**src/rtl/dequantization.sv**
```systemverilog
`timescale 1ns/1ps
// -----------------------------------------------------------------------------
// dequantization
//
// Streaming inverse of the accumulator-to-activation quantizer. Each signed
// DW-bit activation code has the zero point removed, is multiplied by the
// per-channel unsigned scale and is shifted left into the accumulator fraction
// position, giving a signed BW-bit value for the decoder accumulate path.
//
// Pipeline: two register stages with valid/ready flow control.
//   stage 1 : d1 = in_data - cfg_zp (exact), scale and last captured
//   stage 2 : out_data = resize((d1 * scale) <<< FRAC_SHIFT)
//
// Optional feature (macro DEQUANT_SAT_EN):
//   defined   : result clamped to the signed BW range, sat_flag port added
//   undefined : result wraps to its low BW bits, no sat_flag port
// DATA_WIDTH / BIAS_WIDTH macros, when defined, set the DW / BW defaults.
//
// Ports
//   clk, rst_n                 clock (rising edge), async active-low reset
//   in_valid/in_ready          input handshake
//   in_data [DW]               signed activation code
//   in_last                    last beat of a pixel's channel vector
//   out_valid/out_ready        output handshake
//   out_data [BW]              dequantized value
//   out_last                   in_last carried with its beat
//   cfg_we/cfg_addr/cfg_scale  scale table write port
//   cfg_zp [DW]                signed zero point, sampled at acceptance
//   sat_flag                   (DEQUANT_SAT_EN only) beat was clamped
//
// Handshake: a beat moves when valid & ready are both high on a rising edge.
// A producer holding valid without ready keeps its data stable and does not
// drop valid. in_ready depends on out_ready and pipeline occupancy only,
// never on in_valid.
// -----------------------------------------------------------------------------
`ifndef DATA_WIDTH
`define DATA_WIDTH 8
`endif
`ifndef BIAS_WIDTH
`define BIAS_WIDTH 20
`endif

module dequantization #(
   parameter int DW         = `DATA_WIDTH,
   parameter int BW         = `BIAS_WIDTH,
   parameter int SCALE_W    = 8,
   parameter int FRAC_SHIFT = 4,
   parameter int NUM_CH     = 16,
   parameter int CH_W       = (NUM_CH > 1) ? $clog2(NUM_CH) : 1
) (
   input  logic               clk,
   input  logic               rst_n,
   input  logic               in_valid,
   output logic               in_ready,
   input  logic [DW-1:0]      in_data,
   input  logic               in_last,
   output logic               out_valid,
   input  logic               out_ready,
   output logic [BW-1:0]      out_data,
   output logic               out_last,
   input  logic               cfg_we,
   input  logic [CH_W-1:0]    cfg_addr,
   input  logic [SCALE_W-1:0] cfg_scale,
   input  logic [DW-1:0]      cfg_zp
`ifdef DEQUANT_SAT_EN
   ,
   output logic               sat_flag
`endif
);

   // product width of (DW+1)-bit difference times (SCALE_W+1)-bit scale
   localparam int PW = DW + SCALE_W + 2;
   // wide enough to hold the product after any shift of 0..BW-1
   localparam int RW = BW + DW + SCALE_W;

   // ---------------------------------------------------------------------------
   // Flow control
   // ---------------------------------------------------------------------------
   logic s1_adv;
   logic s2_adv;
   logic in_fire;

   logic                   s1_valid_q, s1_valid_d;
   logic signed [DW:0]     d1_q, d1_d;
   logic [SCALE_W-1:0]     sc1_q, sc1_d;
   logic                   last1_q, last1_d;

   logic                   s2_valid_q, s2_valid_d;
   logic [BW-1:0]          out_data_q, out_data_d;
   logic                   out_last_q, out_last_d;

   logic [CH_W-1:0]        ch_cnt_q, ch_cnt_d;
   logic [SCALE_W-1:0]     scale_q [NUM_CH];
   logic [SCALE_W-1:0]     scale_d [NUM_CH];

   logic signed [PW-1:0]   prod;
   logic [BW-1:0]          r_res;

   always_comb begin
      s2_adv  = !s2_valid_q || out_ready;
      s1_adv  = !s1_valid_q || s2_adv;
      in_fire = in_valid && s1_adv;
   end

   assign in_ready  = s1_adv;
   assign out_valid = s2_valid_q;
   assign out_data  = out_data_q;
   assign out_last  = out_last_q;

   // ---------------------------------------------------------------------------
   // Arithmetic for stage 2
   // ---------------------------------------------------------------------------
   // The scale is unsigned, so it is zero-extended before the signed multiply.
   always_comb begin
      prod = $signed(PW'(d1_q)) * $signed(PW'({1'b0, sc1_q}));
   end

`ifdef DEQUANT_SAT_EN
   logic signed [RW-1:0] r_wide;
   logic                 r_sat;
   logic                 sat_q, sat_d;

   // The result fits in BW bits only when bits RW-1 .. BW-1 are all copies of
   // the sign; otherwise clamp toward the sign's end of the range.
   always_comb begin
      r_wide = RW'(prod) <<< FRAC_SHIFT;
      r_sat  = 1'b0;
      r_res  = r_wide[BW-1:0];
      if (!r_wide[RW-1] && (|r_wide[RW-2:BW-1])) begin
         r_sat = 1'b1;
         r_res = {1'b0, {(BW-1){1'b1}}};
      end else if (r_wide[RW-1] && !(&r_wide[RW-2:BW-1])) begin
         r_sat = 1'b1;
         r_res = {1'b1, {(BW-1){1'b0}}};
      end
   end

   assign sat_flag = sat_q;
`else
   // Wrap: keep only the low BW bits of the widened, shifted product.
   always_comb begin
      r_res = BW'(RW'(prod) <<< FRAC_SHIFT);
   end
`endif

   // ---------------------------------------------------------------------------
   // Stage 1: zero-point removal and scale capture
   // ---------------------------------------------------------------------------
   always_comb begin
      s1_valid_d = s1_valid_q;
      d1_d       = d1_q;
      sc1_d      = sc1_q;
      last1_d    = last1_q;
      if (s1_adv) begin
         s1_valid_d = in_valid;
         if (in_valid) begin
            // both operands sign-extended by one bit, so the difference is exact
            d1_d    = $signed({in_data[DW-1], in_data}) - $signed({cfg_zp[DW-1], cfg_zp});
            // table read sees the pre-write value when the same entry is written
            sc1_d   = scale_q[ch_cnt_q];
            last1_d = in_last;
         end
      end
   end

   // ---------------------------------------------------------------------------
   // Stage 2: multiply, shift, resize
   // ---------------------------------------------------------------------------
   always_comb begin
      s2_valid_d = s2_valid_q;
      out_data_d = out_data_q;
      out_last_d = out_last_q;
`ifdef DEQUANT_SAT_EN
      sat_d      = sat_q;
`endif
      if (s2_adv) begin
         s2_valid_d = s1_valid_q;
         if (s1_valid_q) begin
            out_data_d = r_res;
            out_last_d = last1_q;
`ifdef DEQUANT_SAT_EN
            sat_d      = r_sat;
`endif
         end
      end
   end

   // ---------------------------------------------------------------------------
   // Channel counter: restarts after a pixel's last beat, wraps at NUM_CH
   // ---------------------------------------------------------------------------
   always_comb begin
      ch_cnt_d = ch_cnt_q;
      if (in_fire) begin
         if (in_last || (ch_cnt_q == CH_W'(NUM_CH - 1))) begin
            ch_cnt_d = '0;
         end else begin
            ch_cnt_d = ch_cnt_q + 1'b1;
         end
      end
   end

   // ---------------------------------------------------------------------------
   // Scale table write
   // ---------------------------------------------------------------------------
   always_comb begin
      scale_d = scale_q;
      if (cfg_we && (int'(cfg_addr) < NUM_CH)) begin
         scale_d[cfg_addr] = cfg_scale;
      end
   end

   // ---------------------------------------------------------------------------
   // Registers
   // ---------------------------------------------------------------------------
   always_ff @(posedge clk or negedge rst_n) begin
      if (!rst_n) begin
         s1_valid_q <= 1'b0;
         d1_q       <= '0;
         sc1_q      <= '0;
         last1_q    <= 1'b0;
         s2_valid_q <= 1'b0;
         out_data_q <= '0;
         out_last_q <= 1'b0;
         ch_cnt_q   <= '0;
         for (int i = 0; i < NUM_CH; i++) begin
            scale_q[i] <= SCALE_W'(1);
         end
      end else begin
         s1_valid_q <= s1_valid_d;
         d1_q       <= d1_d;
         sc1_q      <= sc1_d;
         last1_q    <= last1_d;
         s2_valid_q <= s2_valid_d;
         out_data_q <= out_data_d;
         out_last_q <= out_last_d;
         ch_cnt_q   <= ch_cnt_d;
         scale_q    <= scale_d;
      end
   end

`ifdef DEQUANT_SAT_EN
   always_ff @(posedge clk or negedge rst_n) begin
      if (!rst_n) begin
         sat_q <= 1'b0;
      end else begin
         sat_q <= sat_d;
      end
   end
`endif

endmodule
```
**config.mk**
```make
export PLATFORM = sky130hd
export DESIGN_NAME = dequantization
export DESIGN_NICKNAME = d
export VERILOG_FILES = /design/src/rtl/dequantization.sv
export SDC_FILE = /design/constraint.sdc
export NUM_CORES = 1
export LEC_CHECK = 0
export BUFFER_PORTS_ARGS = -buffer_cell sky130_fd_sc_hd__buf_2
export CORE_ASPECT_RATIO = 1.4
export CORE_MARGIN = 3
export CORE_UTILIZATION = 62
export DETAILED_ROUTE_END_ITERATION = 10
export PLACE_DENSITY_LB_ADDON = 0.15
export SYNTH_ARGS = -nofsm -noshare
export SYNTH_HDL_FRONTEND = slang
export SYNTH_SLANG_ARGS = --single-unit
```
**constraint.sdc**
```tcl
create_clock -name clk -period 5.33 [get_ports clk]
set_input_delay 1.066 -clock clk [delete_from_list [all_inputs] [get_ports clk]]
set_output_delay 1.066 -clock clk [all_outputs]
set_load 0.01 [all_outputs]
```
# Word level (Yosys, flattened, before mapping)
# Index checks and enable logic that the tools add are counted.
[word_totals]
regBits = 169
in_bits = 34
out_inout_bits = 23
elab_cells = 49
[op_classes]
add_sub_neg = 2
n_mul = 1
order_cmp = 3
n_eq_ne = 1
muxes = 7
bitwise_logic = 2
n_reduce_logical = 9
[op_table]
columns = ["cell", "count"]
rows = [
  ["$bwmux 128", 1],
  ["$bmux 8 s4", 1],
  ["$demux 8 s4", 1],
  ["$mux 8", 3],
  ["$mul 9x9->16", 1],
  ["$ge 5x5->1 const B", 2],
  ["$not 4->5", 2],
  ["$sub 8x8->9", 1],
  ["$lt 5x1->1 const B", 1],
  ["$add 4x1->4 const B", 1],
  ["$eq 4x4->1 const B", 1],
  ["$mux 4", 1],
  ["$reduce_and 2->1", 2],
  ["$logic_or 1x1->1", 3],
  ["$logic_and 1x1->1", 2],
  ["$logic_not 1->1", 2],
]

# Logic depth before layout (Yosys ltp)
# Gate-level depths: netlist (run 1).
[logic_depth]
word_depth = 6
depth_mapped = 18
mapped_depth_nobuf = 17

# Worst setup path before layout (run 1)
# No wires, ideal clock.
[synth_path]
path_kind = "register to register"
from = "register sc1_q[1]"
to = "register out_data_q[19], in the netlist out_data[19]"
setup_time_ps = 95
arrival_time_ps = 4450
t_required_ps = 5235
path_slack_ps = 784
stages_incl_launch_ff = 17
n_path_buf = 1
cell_sequence = "dfrtp_1 clkbuf_1 and2_1 fa_1 inv_1 fa_1 inv_1 fa_1 inv_1 fa_1 inv_1 ha_1 a2111o_1 o2111ai_1 a31oi_1 o21a_1 o31ai_1"
[synth_between]
elab_chain_len = 1
[synth_lines]
columns = ["element", "line_no", "rtl"]
rows = [
  ["start: declaration", "85", "logic [SCALE_W-1:0] sc1_q, sc1_d;"],
  ["start signal: assignment", "219", "sc1_q <= '0;"],
  ["start signal: assignment", "231", "sc1_q <= sc1_d;"],
  ["$mul 9x9->16", "115", "prod = $signed(PW'(d1_q)) * $signed(PW'({1'b0, sc1_q}));"],
  ["end signal: assignment", "234", "out_data_q <= out_data_d;"],
  ["end: declaration", "89", "logic [BW-1:0] out_data_q, out_data_d;"],
]
# Every way passes these cells.
# A chain may end at the register's enable or synchronous reset.

# Final worst setup path (run 1)
# Same ends and word-level chain as after synthesis.

==> flow_results.xml, run 1 <==
<?xml version="1.0" encoding="UTF-8"?>
<metrics>
  <group name="run_status">
    <metric name="outcome" unit="">finished, final reports clean</metric>
  </group>
  <group name="setup_path">
    <metric name="setup.reg_to_reg.worst_slack" unit="ns">0.58</metric>
    <metric name="critPathSlowestCell" unit="">sky130_fd_sc_hd__fa_1</metric>
    <metric name="crit_path_cell_trace" unit="">and2_1, fa_1, inv_1, fa_1, inv_1, fa_1, inv_1, fa_1, inv_1, ha_1, a2111o_1, o2111ai_1, a31oi_1, o21a_1, o31ai_1</metric>
    <metric name="worstPathRequired" unit="ns">5.65</metric>
    <metric name="timing.critical_path.arrival" unit="ns">5.08</metric>
    <metric name="r2r_cells" unit="">15</metric>
    <metric name="r2r-start" unit="">sc1_q[1]</metric>
    <metric name="worst-setup-path-type" unit="">flip-flop to flip-flop</metric>
    <metric name="cp_slowest_stage_delay" unit="ns">0.57</metric>
    <metric name="crit_path_end_kind" unit="">flip-flop</metric>
    <metric name="r2r-end" unit="">out_data[19]</metric>
    <metric name="worst_setup_path_start_kind" unit="">flip-flop</metric>
    <metric name="cp_max_fanout" unit="">10</metric>
  </group>
  <group name="power">
    <metric name="cellPowerDensity" unit="nW/um^2">640</metric>
    <metric name="p_leak" unit="nW">5.16</metric>
    <metric name="irDropWorstVdd" unit="mV">0.523</metric>
  </group>
  <group name="route">
    <metric name="total_via_count_in_the_routed_design" unit="">6283</metric>
    <metric name="drc" unit="">0</metric>
    <metric name="postRouteWirelength" unit="um">20900</metric>
    <metric name="ant_nets" unit="">0</metric>
    <metric name="drt_iter0_markers" unit="">303</metric>
    <metric name="routedWlPerCell" unit="um">19.5</metric>
    <metric name="drt_first_pass_iters" unit="">4</metric>
    <metric name="via_per_inst" unit="">5.86</metric>
  </group>
  <group name="finish">
    <metric name="finish.cell_count_without_fillers" unit="">1072</metric>
    <metric name="multi_input_comb_area" unit="um^2">5540</metric>
    <metric name="final_area" unit="um^2">11300</metric>
    <metric name="layout.area.seq" unit="um^2">4250</metric>
    <metric name="nets" unit="">990</metric>
    <metric name="layout_common_cells" unit="">sky130_fd_sc_hd__dfrtp_1, sky130_fd_sc_hd__mux2_2, sky130_fd_sc_hd__inv_1</metric>
    <metric name="syn2layout_area_growth" unit="%">9.02</metric>
    <metric name="mostFrequentLayoutCell" unit="">sky130_fd_sc_hd__dfrtp_1</metric>
    <metric name="fill_cells" unit="">1185</metric>
    <metric name="antennaDiodeCount" unit="">0</metric>
    <metric name="final_layout_size_suffix_gt1_share" unit="%">34.0</metric>
    <metric name="final_util" unit="%">69.3</metric>
  </group>
  <group name="clock_network">
    <metric name="worst_setup_hold_path_clk_slew" unit="ns">0.06</metric>
    <metric name="cts_resized" unit="">0</metric>
    <metric name="cts_sinks" unit="">169</metric>
    <metric name="post_cts.repair.setup_buffers" unit="">0</metric>
    <metric name="clock_tree.buffer_depth" unit="">2</metric>
    <metric name="tritoncts.num_buffers" unit="">17</metric>
    <metric name="tritoncts" unit="">built</metric>
    <metric name="cts-htree-levels" unit="">4</metric>
    <metric name="insertion_delay" unit="ns">0.42</metric>
    <metric name="clock_tree.root_cell" unit="">sky130_fd_sc_hd__clkbuf_16</metric>
    <metric name="cts-hold-fix-buffers" unit="">0</metric>
  </group>
  <group name="floorplanning">
    <metric name="chipHeight" unit="um">159</metric>
    <metric name="dieWidth" unit="um">115</metric>
    <metric name="floorplan.core_area" unit="um^2">16300</metric>
    <metric name="initial_utilization" unit="%">63.5</metric>
    <metric name="dieArea" unit="um^2">18300</metric>
    <metric name="rows" unit="">55</metric>
    <metric name="io_pins" unit="">57</metric>
  </group>
  <group name="global_route">
    <metric name="number_of_global_route_vias_before_repair" unit="">7043</metric>
    <metric name="initial_antenna_violation_count" unit="">0</metric>
    <metric name="grt_overflow_total" unit="">0</metric>
    <metric name="grt_util_all_layers" unit="%">24.8</metric>
    <metric name="pin_count_of_the_biggest_net_entering_global_routing" unit="">113</metric>
    <metric name="global_route_wire_length_before_repair" unit="um">35400</metric>
  </group>
  <group name="sta">
    <metric name="worst_slew_pin_slew" unit="ns">1.23</metric>
    <metric name="finalCriticalPeriod" unit="ns">4.75</metric>
    <metric name="timing.slew.headroom" unit="%">17.6</metric>
    <metric name="post-route-period-util" unit="%">89.2</metric>
    <metric name="clock_skew" unit="ns">0.00550</metric>
    <metric name="rsz0062_at_grt" unit="">no</metric>
    <metric name="final.setup.tns" unit="ns">0</metric>
    <metric name="setup_viol_count_final" unit="">0</metric>
    <metric name="timing.fmax" unit="GHz">0.210</metric>
    <metric name="hold_viol" unit="">0</metric>
    <metric name="final_max_slew_viol_count" unit="">0</metric>
  </group>
  <group name="synthesis">
    <metric name="synthDominantAreaCellType" unit="">sky130_fd_sc_hd__dfrtp_1</metric>
    <metric name="total_of_flip_flops_plus_latches_after_synthesis" unit="">169</metric>
    <metric name="yosys_warnings" unit="">0</metric>
    <metric name="synth_largest_type_area_fraction" unit="%">36.9</metric>
    <metric name="synth_cell_type_count" unit="">52</metric>
    <metric name="syn-mean-instance-area" unit="um^2">12.5</metric>
    <metric name="synth-async-reset-ratio" unit="%">100</metric>
    <metric name="synthCells" unit="">829</metric>
    <metric name="post_synth_instance_area" unit="um^2">10400</metric>
    <metric name="ys_top_cells_by_area" unit="">sky130_fd_sc_hd__dfrtp_1, sky130_fd_sc_hd__mux2_2, sky130_fd_sc_hd__fa_1</metric>
    <metric name="yosys_most_used_dff" unit="">sky130_fd_sc_hd__dfrtp_1</metric>
    <metric name="ys_seq_area_share" unit="%">41.0</metric>
    <metric name="synth_enable_flop_cells" unit="">0</metric>
  </group>
  <group name="placed_design">
    <metric name="hpwl" unit="um">15600</metric>
    <metric name="placed_area" unit="um^2">10700</metric>
    <metric name="gpl.final_weighted_congestion" unit="">0.876</metric>
    <metric name="numPortBuffers" unit="">52</metric>
    <metric name="dpl.cell_count" unit="">1040</metric>
  </group>
  <group name="min_path">
    <metric name="min-delay-start" unit="">out_data[10]</metric>
    <metric name="worst_hold_path_endpoint" unit="">out_data[10]</metric>
    <metric name="holdPathStages" unit="">2</metric>
    <metric name="hold_path_class" unit="">flip-flop to flip-flop</metric>
  </group>
  <group name="run">
    <metric name="maxCapViolCount" unit="">0</metric>
  </group>
</metrics>
-- power breakdown --
group	leakage (nW)	switching, mW	internal [mW]
clock	0.287	0.511	0.708
sequential	2.04	0.297	1.65
combinational	2.83	2.17	1.89
-- synth_stat cells (all sizes together) (4+ instances only) --
library cell  count
o21ai            21
ha               40
nor3b             5
xnor2             8
nand2b            8
or3               4
o21a              8
mux2            144
and2             44
nand3             4
buf              11
nor3              7
fa               56
mux4             40
dfrtp           153
nor2b             4
o31ai             6
inv              99
nor2             13
dfstp            16
xor2              8
a21oi             8
nand2            56
clkbuf           36
-- through the flow --
stage | total power, mW | setup slack, ns | hold WS, ns
detailed placement | 6.10 | 0.555 | 0.463
floorplan | 5.04 | 0.784 | 0.457
CTS | 7.35 | 0.542 | 0.479
finish | 7.23 | 0.578 | 0.474
global placement | 5.91 | 0.656 | 0.458
global route | 7.92 | 0.275 | 0.503
-- cells by family (layout without fill, tap and decap cells) --
| kind of cell | Yosys count | count (layout) | share of synthesized area (%) |
|---|---|---|---|
| xor gates and xnor gates | 16 | 16 | 1.35 |
| muxes | 185 | 185 | 24.4 |
| AOI/OAI and AO/OA | 63 | 63 | 4.01 |
| and+or+nand+nor | 153 | 153 | 7.88 |
| adders and majority gates | 96 | 96 | 15.6 |
| DFF | 169 | 169 | 41.0 |
| buffers and inverters | 146 | 187 | 5.63 |
| other | 1 | 4 | 0.0362 |
-- sequential cells by signal, summed over array words and instances, names as in the netlist --
register    count
out_valid       1
out_last        1
sc1_q           8
scale_q       128
s1_valid_q      1
ch_cnt_q        4
d1_q            9
last1_q         1
out_data       16
-- worst max-delay path by stage --
| stage | start | end | slack (ns) |
|---|---|---|---|
| final | sc1_q[1] | out_data[19] | 0.58 |
| after detailed placement | sc1_q[1] | out_data[19] | 0.55 |
| after global routing | sc1_q[1] | out_data[19] | 0.28 |
| after global placement | sc1_q[1] | out_data[19] | 0.66 |
| after CTS | sc1_q[1] | out_data[19] | 0.54 |
| after floorplan | sc1_q[1] | out_data[19] | 0.78 |
-- per-layer routing --
metal | share of wire (%) | track usage (%) | vias to the layer above
met5 | 0 | 0 | -
met4 | 2.7 | 9.02 | 0
met3 | 1.8 | 3.38 | 34
met2 | 59 | 45.6 | 87
met1 | 37 | 29.1 | 3284
li1 | - | - | 2878
-- worst max-delay path, delay by kind of cell, from the launching register on --
family | cells | cell delay [ns]
buf+inv | 4 | 0.31
flops | 1 | 0.46
compound gates | 5 | 1.19
simple gates | 1 | 0.25
fa+ha+maj | 5 | 2.45
-- area by class of cell --
type                       count  area share, %
inverter                      99           3.29
multi-input combinational    517           49.1
tap                          199           2.20
sequential                   169           37.6
clock inverter                13           1.27
timing repair buffer          56           2.62
clock buffer                  19           3.92
No activity file was read; power rests on OpenSTA's default activity.
==> run 2, diff against run 1 <==
--- a/config.mk
+++ b/config.mk
@@ -10,7 +10,7 @@
 export CORE_MARGIN = 3
 export CORE_UTILIZATION = 62
 export DETAILED_ROUTE_END_ITERATION = 10
-export PLACE_DENSITY_LB_ADDON = 0.15
+export PLACE_DENSITY_LB_ADDON = 0.1
 export SYNTH_ARGS = -nofsm -noshare
 export SYNTH_HDL_FRONTEND = slang
 export SYNTH_SLANG_ARGS = --single-unit
==> run 2 against run 1 <==
Effect of this change: die area is the same; via count grew 1.5%; largest cell class unchanged; critical path depth is the same; wire length grew 2.5%; hold slack gained 0.0020 ns; combinational power is essentially flat; clock power grew 3%; critical endpoint unchanged; critical path type unchanged.
==> flow_results.xml, run 2 (same netlist as run 1, synthesis figures left out) <==
<?xml version="1.0" encoding="UTF-8"?>
<metrics>
  <group name="route">
    <metric name="drc" unit="">0</metric>
    <metric name="drt_first_pass_iters" unit="">4</metric>
    <metric name="routedWlPerCell" unit="um">19.9</metric>
    <metric name="drt_iter0_markers" unit="">279</metric>
    <metric name="ant_nets" unit="">0</metric>
    <metric name="total_via_count_in_the_routed_design" unit="">6375</metric>
    <metric name="via_per_inst" unit="">5.94</metric>
    <metric name="postRouteWirelength" unit="um">21400</metric>
  </group>
  <group name="power">
    <metric name="cellPowerDensity" unit="nW/um^2">642</metric>
    <metric name="p_leak" unit="nW">5.18</metric>
    <metric name="irDropWorstVdd" unit="mV">0.478</metric>
  </group>
  <group name="global_route">
    <metric name="pin_count_of_the_biggest_net_entering_global_routing" unit="">100</metric>
    <metric name="number_of_global_route_vias_before_repair" unit="">6919</metric>
    <metric name="initial_antenna_violation_count" unit="">0</metric>
    <metric name="global_route_wire_length_before_repair" unit="um">35300</metric>
    <metric name="grt_overflow_total" unit="">0</metric>
    <metric name="grt_util_all_layers" unit="%">25.0</metric>
  </group>
  <group name="finish">
    <metric name="final_layout_size_suffix_gt1_share" unit="%">34.2</metric>
    <metric name="syn2layout_area_growth" unit="%">9.36</metric>
    <metric name="layout_common_cells" unit="">sky130_fd_sc_hd__dfrtp_1, sky130_fd_sc_hd__mux2_2, sky130_fd_sc_hd__inv_1</metric>
    <metric name="fill_cells" unit="">1180</metric>
    <metric name="antennaDiodeCount" unit="">0</metric>
    <metric name="number_of_flip_flops_in_the_largest_register" unit="">128</metric>
    <metric name="multi_input_comb_area" unit="um^2">5540</metric>
    <metric name="regMostFlops" unit="">scale_q</metric>
    <metric name="mostFrequentLayoutCell" unit="">sky130_fd_sc_hd__dfrtp_1</metric>
    <metric name="layout.area.seq" unit="um^2">4250</metric>
    <metric name="final_area" unit="um^2">11300</metric>
    <metric name="nets" unit="">992</metric>
  </group>
  <group name="floorplanning">
    <metric name="io_pins" unit="">57</metric>
    <metric name="floorplan.core_area" unit="um^2">16300</metric>
    <metric name="dieWidth" unit="um">115</metric>
    <metric name="initial_utilization" unit="%">63.5</metric>
    <metric name="rows" unit="">55</metric>
    <metric name="dieArea" unit="um^2">18300</metric>
    <metric name="chipHeight" unit="um">159</metric>
  </group>
  <group name="clock_network">
    <metric name="cts-htree-levels" unit="">4</metric>
    <metric name="cts_sinks" unit="">169</metric>
    <metric name="clock_tree.root_cell" unit="">sky130_fd_sc_hd__clkbuf_16</metric>
    <metric name="insertion_delay" unit="ns">0.42</metric>
    <metric name="tritoncts" unit="">built</metric>
    <metric name="worst_setup_hold_path_clk_slew" unit="ns">0.07</metric>
    <metric name="tritoncts.num_buffers" unit="">17</metric>
    <metric name="cts-hold-fix-buffers" unit="">0</metric>
    <metric name="post_cts.repair.setup_buffers" unit="">0</metric>
    <metric name="clock_tree.buffer_depth" unit="">2</metric>
    <metric name="cts_resized" unit="">0</metric>
  </group>
  <group name="placed_design">
    <metric name="hpwl" unit="um">15500</metric>
    <metric name="numPortBuffers" unit="">52</metric>
    <metric name="gpl.final_weighted_congestion" unit="">0.858</metric>
    <metric name="placed_area" unit="um^2">10700</metric>
  </group>
  <group name="sta">
    <metric name="hold_viol" unit="">0</metric>
    <metric name="clock_skew" unit="ns">0.0113</metric>
    <metric name="setup_viol_count_final" unit="">0</metric>
    <metric name="timing.slew.headroom" unit="%">29.4</metric>
    <metric name="final.setup.tns" unit="ns">0</metric>
    <metric name="post-route-period-util" unit="%">89.3</metric>
    <metric name="timing.fmax" unit="GHz">0.210</metric>
    <metric name="worst_slew_pin_slew" unit="ns">1.06</metric>
    <metric name="finalCriticalPeriod" unit="ns">4.76</metric>
    <metric name="rsz0062_at_grt" unit="">no</metric>
    <metric name="final_max_slew_viol_count" unit="">0</metric>
  </group>
  <group name="setup_path">
    <metric name="crit_path_end_kind" unit="">flip-flop</metric>
    <metric name="critPathSlowestCell" unit="">sky130_fd_sc_hd__fa_1</metric>
    <metric name="cp_max_fanout" unit="">10</metric>
    <metric name="cpLargestDelayFamily" unit="">adder cells</metric>
    <metric name="timing.critical_path.arrival" unit="ns">5.08</metric>
    <metric name="worst_setup_path_start_kind" unit="">flip-flop</metric>
    <metric name="crit_path_cell_trace" unit="">and2_1, fa_1, inv_1, fa_1, inv_1, fa_1, inv_1, fa_1, inv_1, ha_1, a2111o_1, o2111ai_1, a31oi_1, o21a_1, o31ai_1</metric>
    <metric name="cp_slowest_stage_delay" unit="ns">0.57</metric>
    <metric name="worstPathRequired" unit="ns">5.65</metric>
    <metric name="cp.buffers_inverters" unit="">4</metric>
    <metric name="worst-setup-path-type" unit="">flip-flop to flip-flop</metric>
  </group>
  <group name="run">
    <metric name="maxCapViolCount" unit="">0</metric>
  </group>
  <group name="min_path">
    <metric name="hold_path_class" unit="">flip-flop to flip-flop</metric>
  </group>
  <group name="run_status">
    <metric name="outcome" unit="">finished, final reports clean</metric>
  </group>
</metrics>
==> run 2: where the power goes <==
group	switching, mW	total (mW)	internal [mW]
registers	0.300	1.95	1.65
logic	2.17	4.06	1.89
clock network	0.527	1.26	0.737
total	3.00	7.28	4.28
==> run 2: final cells by class <==
cell class,count,share of cell area (%)
Multi-Input combinational cell,517,48.9
Clock buffer,21,4.15
Clock inverter,11,1.20
Inverter,99,3.28
Sequential cell,169,37.5
Timing Repair Buffer,58,2.75
Tap cell,199,2.20
==> run 2: layer usage <==
metal  global-route usage [%]  wire, um  vias to the layer above
met5                        0         0                        -
li1                         -         -                     2879
met1                     28.1      7870                     3362
met4                     8.28       475                        0
met3                     3.65       452                       29
met2                     47.3     12600                      105
==> run 2: worst reg2reg max path: cells and delay by family (launching register included) <==
kind | cells | cell delay [ns]
buffers and inverters | 4 | 0.32
adder cells (fa/ha/maj) | 5 | 2.42
AND/OR/NAND/NOR | 1 | 0.25
flip-flops | 1 | 0.47
AO/OA/AOI/OAI | 5 | 1.20
==> run 2: path summary, 6_finish.rpt <==
| path | start | endpoint | slack (ns) | cells after the start |
|---|---|---|---|---|
| worst max-delay path | sc1_q[1] | out_data[19] | 0.57 | 15 |
| worst min-delay path | out_data[17] | out_data[17] | 0.48 | 2 |
| worst max register to register | sc1_q[1] | out_data[19] | 0.57 | 15 |
| worst min register to register | out_data[17] | out_data[17] | 0.48 | 2 |
| max in group asynchronous | rst_n | scale_q[27] | 3.58 | 2 |
| min in group asynchronous | rst_n | out_data[10] | 0.70 | 1 |
==> run 2: stage by stage <==
step	hold slack [ns]	utilization, %	worst slack (ns)	power [mW]	instances
after global routing	0.497	69.5	0.264	7.95	1074
after CTS	0.481	69.5	0.546	7.38	1074
after floorplan	0.457	-	0.784	5.04	832
after detailed placement	0.466	65.8	0.560	6.07	1042
after global placement	0.460	65.8	0.647	5.92	1042
final	0.476	69.5	0.570	7.28	1074
